### config.mk
export PLATFORM = sky130hd
export DESIGN_NAME = execute_unit
export DESIGN_NICKNAME = d
export VERILOG_FILES = /design/src/rtl/execute_unit.sv
export SDC_FILE = /design/constraint.sdc
export NUM_CORES = 2
export LEC_CHECK = 0
export CORE_MARGIN = 2
export CORE_UTILIZATION = 29
export CTS_CLUSTER_DIAMETER = 60
export CTS_CLUSTER_SIZE = 24
export DETAILED_ROUTE_END_ITERATION = 6
export PLACE_DENSITY = 0.45
export SETUP_SLACK_MARGIN = 0.1
export SYNTH_ARGS = -nofsm -noshare
export SYNTH_HDL_FRONTEND = slang
export SYNTH_SLANG_ARGS = --single-unit
### constraint.sdc
create_clock -name clk -period 16.4 [get_ports clk]
set_input_delay 3.28 -clock clk [delete_from_list [all_inputs] [get_ports clk]]
set_output_delay 3.28 -clock clk [all_outputs]
set_load 0.03 [all_outputs]
### src/rtl/execute_unit.sv
// Execute stage: single-cycle ALU, branch resolution, registered compare flags,
// and a 32-step restoring signed divider that stalls the pipeline while it runs.
module execute_unit (
    input  logic        clk,
    input  logic        reset,
    input  logic        validE,
    input  logic [31:0] PCE,
    input  logic [31:0] branchTargetE,
    input  logic [31:0] immxE,
    input  logic [31:0] op1E,
    input  logic [31:0] op2E,
    input  logic        isImmediateE,
    input  logic        isStE,
    input  logic        isLdE,
    input  logic        isBeqE,
    input  logic        isBgtE,
    input  logic        isRetE,
    input  logic        isUbranchE,
    input  logic        isCallE,
    input  logic        isAddE,
    input  logic        isSubE,
    input  logic        isCmpE,
    input  logic        isMulE,
    input  logic        isDivE,
    input  logic        isModE,
    input  logic        isLslE,
    input  logic        isLsrE,
    input  logic        isAsrE,
    input  logic        isOrE,
    input  logic        isAndE,
    input  logic        isNotE,
    input  logic        isMovE,
    output logic [31:0] aluResultE,
    output logic        isBranchTakenE,
    output logic [31:0] branchPCE,
    output logic        flagE,
    output logic        flagGT,
    output logic        stallEx
);

    typedef enum logic [1:0] {IDLE, DIV, DONE} div_state_t;

    div_state_t  state_q, state_d;
    logic [4:0]  cnt_q, cnt_d;
    logic [31:0] quo_q, quo_d;
    logic [31:0] rem_q, rem_d;
    logic [31:0] dsr_q, dsr_d;
    logic        q_neg_q, q_neg_d;
    logic        r_neg_q, r_neg_d;
    logic        dz_q, dz_d;
    logic        mod_q, mod_d;
    logic        flag_e_q, flag_e_d;
    logic        flag_gt_q, flag_gt_d;

    logic [31:0] op_a, op_b;
    logic [31:0] alu_comb;
    logic [31:0] div_res;
    logic [32:0] shifted, trial;
    logic        step_bit;
    logic        div_req;
    logic        cmp_en;

    assign op_a    = op1E;
    assign op_b    = isImmediateE ? immxE : op2E;
    assign div_req = validE & (isDivE | isModE);

    assign stallEx = ~reset & (((state_q == IDLE) & div_req) | (state_q == DIV));

    // Restoring step: bring in the next dividend bit, subtract the divisor if it fits.
    assign shifted  = {rem_q, quo_q[31]};
    assign trial    = shifted - {1'b0, dsr_q};
    assign step_bit = ~trial[32];

    always_comb begin
        state_d = state_q;
        cnt_d   = cnt_q;
        quo_d   = quo_q;
        rem_d   = rem_q;
        dsr_d   = dsr_q;
        q_neg_d = q_neg_q;
        r_neg_d = r_neg_q;
        dz_d    = dz_q;
        mod_d   = mod_q;
        case (state_q)
            IDLE: begin
                if (div_req) begin
                    state_d = DIV;
                    cnt_d   = 5'd0;
                    quo_d   = op_a[31] ? (32'd0 - op_a) : op_a;
                    rem_d   = 32'd0;
                    dsr_d   = op_b[31] ? (32'd0 - op_b) : op_b;
                    q_neg_d = op_a[31] ^ op_b[31];
                    r_neg_d = op_a[31];
                    dz_d    = (op_b == 32'd0);
                    mod_d   = isModE;
                end
            end
            DIV: begin
                rem_d = step_bit ? trial[31:0] : shifted[31:0];
                quo_d = {quo_q[30:0], step_bit};
                cnt_d = cnt_q + 5'd1;
                if (cnt_q == 5'd31) begin
                    state_d = DONE;
                end
            end
            DONE: begin
                state_d = IDLE;
            end
            default: begin
                state_d = IDLE;
            end
        endcase
    end

    // With a zero divisor the remainder path already yields the dividend; only the quotient is forced.
    always_comb begin
        div_res = 32'd0;
        if (mod_q) begin
            div_res = r_neg_q ? (32'd0 - rem_q) : rem_q;
        end else if (dz_q) begin
            div_res = 32'hFFFF_FFFF;
        end else begin
            div_res = q_neg_q ? (32'd0 - quo_q) : quo_q;
        end
    end

    always_comb begin
        alu_comb = 32'd0;
        if (isLdE | isStE) begin
            alu_comb = op_a + op_b;
        end else if (isCallE) begin
            alu_comb = PCE + 32'd4;
        end else if (isAddE) begin
            alu_comb = op_a + op_b;
        end else if (isSubE) begin
            alu_comb = op_a - op_b;
        end else if (isMulE) begin
            alu_comb = op_a * op_b;
        end else if (isLslE) begin
            alu_comb = op_a << op_b[4:0];
        end else if (isLsrE) begin
            alu_comb = op_a >> op_b[4:0];
        end else if (isAsrE) begin
            alu_comb = $signed(op_a) >>> op_b[4:0];
        end else if (isOrE) begin
            alu_comb = op_a | op_b;
        end else if (isAndE) begin
            alu_comb = op_a & op_b;
        end else if (isNotE) begin
            alu_comb = ~op_b;
        end else if (isMovE) begin
            alu_comb = op_b;
        end
    end

    assign aluResultE = (state_q == DONE) ? div_res : alu_comb;

    assign isBranchTakenE = validE & ~stallEx &
                            (isUbranchE | (isBeqE & flag_e_q) | (isBgtE & flag_gt_q));
    assign branchPCE      = isRetE ? op1E : branchTargetE;

    assign cmp_en    = validE & isCmpE & ~stallEx;
    assign flag_e_d  = cmp_en ? (op_a == op_b) : flag_e_q;
    assign flag_gt_d = cmp_en ? ($signed(op_a) > $signed(op_b)) : flag_gt_q;

    assign flagE  = flag_e_q;
    assign flagGT = flag_gt_q;

    always_ff @(posedge clk) begin
        if (reset) begin
            state_q   <= IDLE;
            cnt_q     <= 5'd0;
            quo_q     <= 32'd0;
            rem_q     <= 32'd0;
            dsr_q     <= 32'd0;
            q_neg_q   <= 1'b0;
            r_neg_q   <= 1'b0;
            dz_q      <= 1'b0;
            mod_q     <= 1'b0;
            flag_e_q  <= 1'b0;
            flag_gt_q <= 1'b0;
        end else begin
            state_q   <= state_d;
            cnt_q     <= cnt_d;
            quo_q     <= quo_d;
            rem_q     <= rem_d;
            dsr_q     <= dsr_d;
            q_neg_q   <= q_neg_d;
            r_neg_q   <= r_neg_d;
            dz_q      <= dz_d;
            mod_q     <= mod_d;
            flag_e_q  <= flag_e_d;
            flag_gt_q <= flag_gt_d;
        end
    end

endmodule

; ---- Word-level counts from Yosys, hierarchy flattened
; Index checks and enable logic that the tools add are counted.
[word_totals]
register_bits = 109
in_bits = 184
out_inout_bits = 68
elab_cells = 89
[classes]
n_addsub = 9
n_mul = 1
magnitude_cmp = 1
eq_ne = 6
n_shift = 3
n_mux = 31
bitwise_logic = 21
n_reduce_logical = 6
[ops]
columns = cell, n
row1 = $mux W32, 24
row2 = $pmux W32 S2, 2
row3 = $sub A1 B32 Y32 const A, 4
row4 = $sub A33 B32 Y33, 1
row5 = $add A32 B3 Y32 const B, 1
row6 = $add A32 B32 Y32, 1
row7 = $and A32 B32 Y32, 1
row8 = $eq A32 B32 Y1, 1
row9 = $gt A32 B32 Y1, 1
row10 = $logic_not A32 Y1, 1
row11 = $mul A32 B32 Y32, 1
row12 = $not A32 Y32, 1
row13 = $or A32 B32 Y32, 1
row14 = $shl A32 B5 Y32, 1
row15 = $shr A32 B5 Y32, 1
row16 = $sshr A32 B5 Y32, 1
row17 = $sub A32 B32 Y32, 1
row18 = $pmux W5 S2, 1
row19 = $and A1 B1 Y1, 9
row20 = $reduce_and A2 Y1, 3
row21 = $add A5 B1 Y5 const B, 1
row22 = $eq A5 B5 Y1 const B, 1
row23 = $mux W5, 1
row24 = $or A1 B1 Y1, 5
row25 = 10 further kinds, 13

; ---- Longest topological paths before layout
[logic_depth]
depth_word = 14
ltp_mapped = 35
mapped_depth_nobuf = 29

; ---- Least setup slack after synthesis
; Ideal clock, no wire load.
[synth_path]
path_kind = in2out
start = input isImmediateE
end = output aluResultE[31]
arrival_ps = 12422
required_time_ps = 13120
slack_ps = 698
stages = 30
n_path_buf = 7
path_cell_list = buf_2 buf_4 mux2i_2 clkbuf_1 clkbuf_1 clkbuf_1 buf_1 buf_1 nor2_1 fa_1 fa_1 fa_1 inv_1 fa_1 inv_1 fa_1 fa_1 fa_1 fa_1 ha_1 a2111oi_0 a21oi_1 a21oi_1 o211a_1 a21oi_1 a311oi_1 xnor2_1 nor2_1 o221ai_1 a211oi_1
[synth_between]
elab_chain_cells = 14
elab_cells_between_ends = 23
classes_between = 2 x add/sub / 1 x mul / 3 x shift / 14 x mux / 3 x bitwise
[synth_rtl]
columns = item, line_no
row1 = "start, declared", 12  ; input logic isImmediateE,
row2 = $mux W32 *, 64  ; assign op_b = isImmediateE ? immxE : op2E;
row3 = "parallel branches: the longest is 11 deep, another holds $mul A32 B32 Y32", n/a
row4 = $mux W32 *, 129  ; if (isLdE | isStE) begin
row5 = $mux W32 *, 156  ; assign aluResultE = (state_q == DONE) ? div_res : alu_comb;
row6 = "end, declared", 33  ; output logic [31:0] aluResultE,
; Every way passes the cells marked *.

; ---- Final worst setup path
; Ends and elaborated chain as after synthesis.

==> run_results.csv <==
group,metric,value,unit
critical_path,critPathArrivalTime,12.72,ns
critical_path,start_kind,"input port",
clocking,clk_pin_slew,0.07,ns
global_routing,grt_max_degree,81,
clocking,clk_latency,0.38,ns
clocking,clock_sinks,109,
clocking,clock_path_buffers,2,
logic_synthesis,ys_warn_count,0,
finish,area_growth_syn_to_layout,15.01,%
logic_synthesis,synth_area_leaders,"fa_1 23%, ha_1 9.2%, nor2_1 6.4%, dfxtp_1 6.2%, nand2_1 5.8%",
clocking,hold_buffers,0,
logic_synthesis,synth_area,0.03508,mm2
drt,vias,37190,
floorplanning,fp.coreArea,0.1200,mm2
sta,fmax,62.50,MHz
logic_synthesis,synthesis.nets,5537,
drt,drc,0,
floorplanning,die_x,351.8,um
placed_design,gp_congestion,1.076,
clocking,numCtsBuffers,9,
floorplanning,die_h,351.8,um
sta,hold_viol,0,
finish,layout-drive-gt1-share,7.170,%
sta,worst_pin_slew,1.314,ns
drt,final_antenna_net_count,0,
critical_path,worstSetupPathType,"in -> out",
clocking,post-cts-setup-buffers,0,
hold_path,min_path_type,"reg -> reg",
global_routing,grt_pass1_wl,284100,um
clocking,cts-htree-levels,3,
global_routing,antenna_found_initial,11,
sta,fin_skew,0.01225,ns
critical_path,required,13.12,ns
drt,wl_per_cell,32.02,um
critical_path,rrSetupSlack,11.39,ns
logic_synthesis,synth-edff-count,0,
sta,setup_tns,0,ns
drt,drt-initial-drc-count,4924,
floorplanning,rows,127,
logic_synthesis,synthCells,4683,
critical_path,crit_fanout,27,
sta,rsz0062_at_grt,"false",
sta,min_period,16.00,ns
finish,final_nets,5662,
sta,slew_headroom,10.15,%
global_routing,grt.overflow.total,0,
logic_synthesis,yosys.cell_types.count,84,
global_routing,grt_pass1_vias,35990,
logic_synthesis,avgSynthCellArea,7.491,um2
floorplanning,die-area,0.1238,mm2
logic_synthesis,synth.top_cell.area_share,23.46,%
clocking,root_buffer,"clkbuf_16",
logic_synthesis,ys.flop_type,"dfxtp_1",
clocking,post_cts_resized,0,
global_routing,grtUsageTotal,32.64,%
drt,drt-total-wl,205800,um
drt,viasPerCell,5.787,
outcome,status,"completed",
run,drv_cap,0,
logic_synthesis,synth_largest_area_cell,"fa_1",
sta,fin_crit_sh,97.56,%
placed_design,portBuffers,251,
floorplanning,io_pins,252,
critical_path,end_kind,"primary output",
drt,dr.pass1.iters,6,
logic_synthesis,seq_area_frac_synth,6.221,%
placed_design,hpwlAfterDp,162800,um
logic_synthesis,ys_ff_latch,109,
sta,drv_slew,0,
sta,setup_viol,0,
clocking,tritoncts,"built",
floorplanning,initial_core_util,29.24,%
logic_synthesis,async_flop_share,0,%
## cells in the final DEF, fill, tap and decap left out, types with 100 or more instances in the layout
cell               n
xnor2_1          194
ha_1             259
o21ai_0          236
nand2_1          543
dfxtp_1          109
nor2_1           598
fa_1             411
a21oi_1          321
inv_1            522
xor2_1           100
clkdlybuf4s50_1  231
buf_4            171
## worst max-delay path, cell delays in order
cell and delay, ns:
buf_4 0.52, buf_4 0.36, mux2i_2 0.26, clkinv_1 0.40, ha_1 0.58, fa_1 0.58, inv_1 0.05, fa_1 0.47
fa_1 0.56, inv_1 0.05, fa_1 0.44, fa_1 0.48, fa_1 0.57, fa_1 0.43, fa_1 0.56, ha_1 0.27
a2111oi_0 0.52, a21oi_1 0.15, a21oi_1 0.20, o211a_1 0.25, a21oi_1 0.16, a311oi_1 0.34, xnor2_1 0.12, nor2_1 0.20
o221ai_1 0.20, a211oi_1 0.34, buf_4 0.19, buf_12 0.11
## final cells by class
| type | instances | area [um2] |
|---|---|---|
| fill | 13030 | 79630 |
| clock inverter | 6 | 86.33 |
| clock buffer | 9 | 225.2 |
| timing repair buffer | 423 | 3911 |
| sequential | 109 | 2182 |
| multi-input combinational | 3720 | 29870 |
| inverter | 545 | 2046 |
| tap | 1612 | 2017 |
| antenna | 2 | 5.005 |
## per-stage QoR
stage,cell area [um2],utilization (%),std cells,worst slack [ns],hold WS [ns]
floorplan,35080,-,4683,0.6984,0.4319
detailed placement,40030,33.36,6409,0.5746,0.4446
global placement,40030,33.36,6409,0.5466,0.4409
global route,40340,33.62,6424,0.1392,0.4800
CTS,40340,33.62,6424,0.5525,0.4542
finish,40340,33.63,6426,0.4010,0.4515
## cells in the mapped netlist, types with 29 or more instances
| cell type | n |
|---|---|
| a21oi_1 | 321 |
| or3_1 | 29 |
| o21ai_0 | 236 |
| nor3_1 | 60 |
| a21o_1 | 34 |
| o211ai_1 | 34 |
| a221oi_1 | 30 |
| xor2_1 | 101 |
| mux2_2 | 42 |
| o31ai_1 | 50 |
| ha_1 | 259 |
| nand2_1 | 543 |
| clkbuf_1 | 234 |
| xnor2_1 | 194 |
| inv_1 | 524 |
| a22oi_1 | 49 |
| mux2i_1 | 115 |
| a31oi_1 | 49 |
| nand3_1 | 60 |
| dfxtp_1 | 109 |
| buf_1 | 48 |
| nor2_1 | 600 |
| a211oi_1 | 79 |
| fa_1 | 411 |
## flip-flops by register name, indices dropped and copies added, names as in the netlist, 2 cells and up
name and flops:
cnt_q 5, dsr_q 32, quo_q 32, rem_q 32, state_q 2
## layer usage
metal | routed length [um] | GRT usage, %
met1 | 88410 | 45.58
met2 | 85290 | 48.10
met3 | 20670 | 6.814
met4 | 11370 | 14.64
met5 | 36 | 0
## cell families after synthesis
group	after synthesis	share of synthesized area [%]
AOI/OAI and AO/OA	1097	20.06
xor gates and xnor gates	296	7.430
adders and majority gates	670	32.69
buffers and inverters	854	9.274
DFF	109	6.221
muxes	188	6.445
and+or+nand+nor	1469	17.88
## path summary, 6_finish.rpt
check                    startpoint                     end  cells after the start
max reg2reg  quo_q[31]$_SDFFE_PP0P_   rem_q[4]$_SDFFE_PP0P_                     15
min          dsr_q[30]$_SDFFE_PP0P_  dsr_q[30]$_SDFFE_PP0P_                      2
min reg2reg  dsr_q[30]$_SDFFE_PP0P_  dsr_q[30]$_SDFFE_PP0P_                      2
max                    isImmediateE          aluResultE[31]                     28
Power is left out: the tool's default activity adds up to more than one toggle a clock period on the data nets, which glitch-free logic cannot reach.
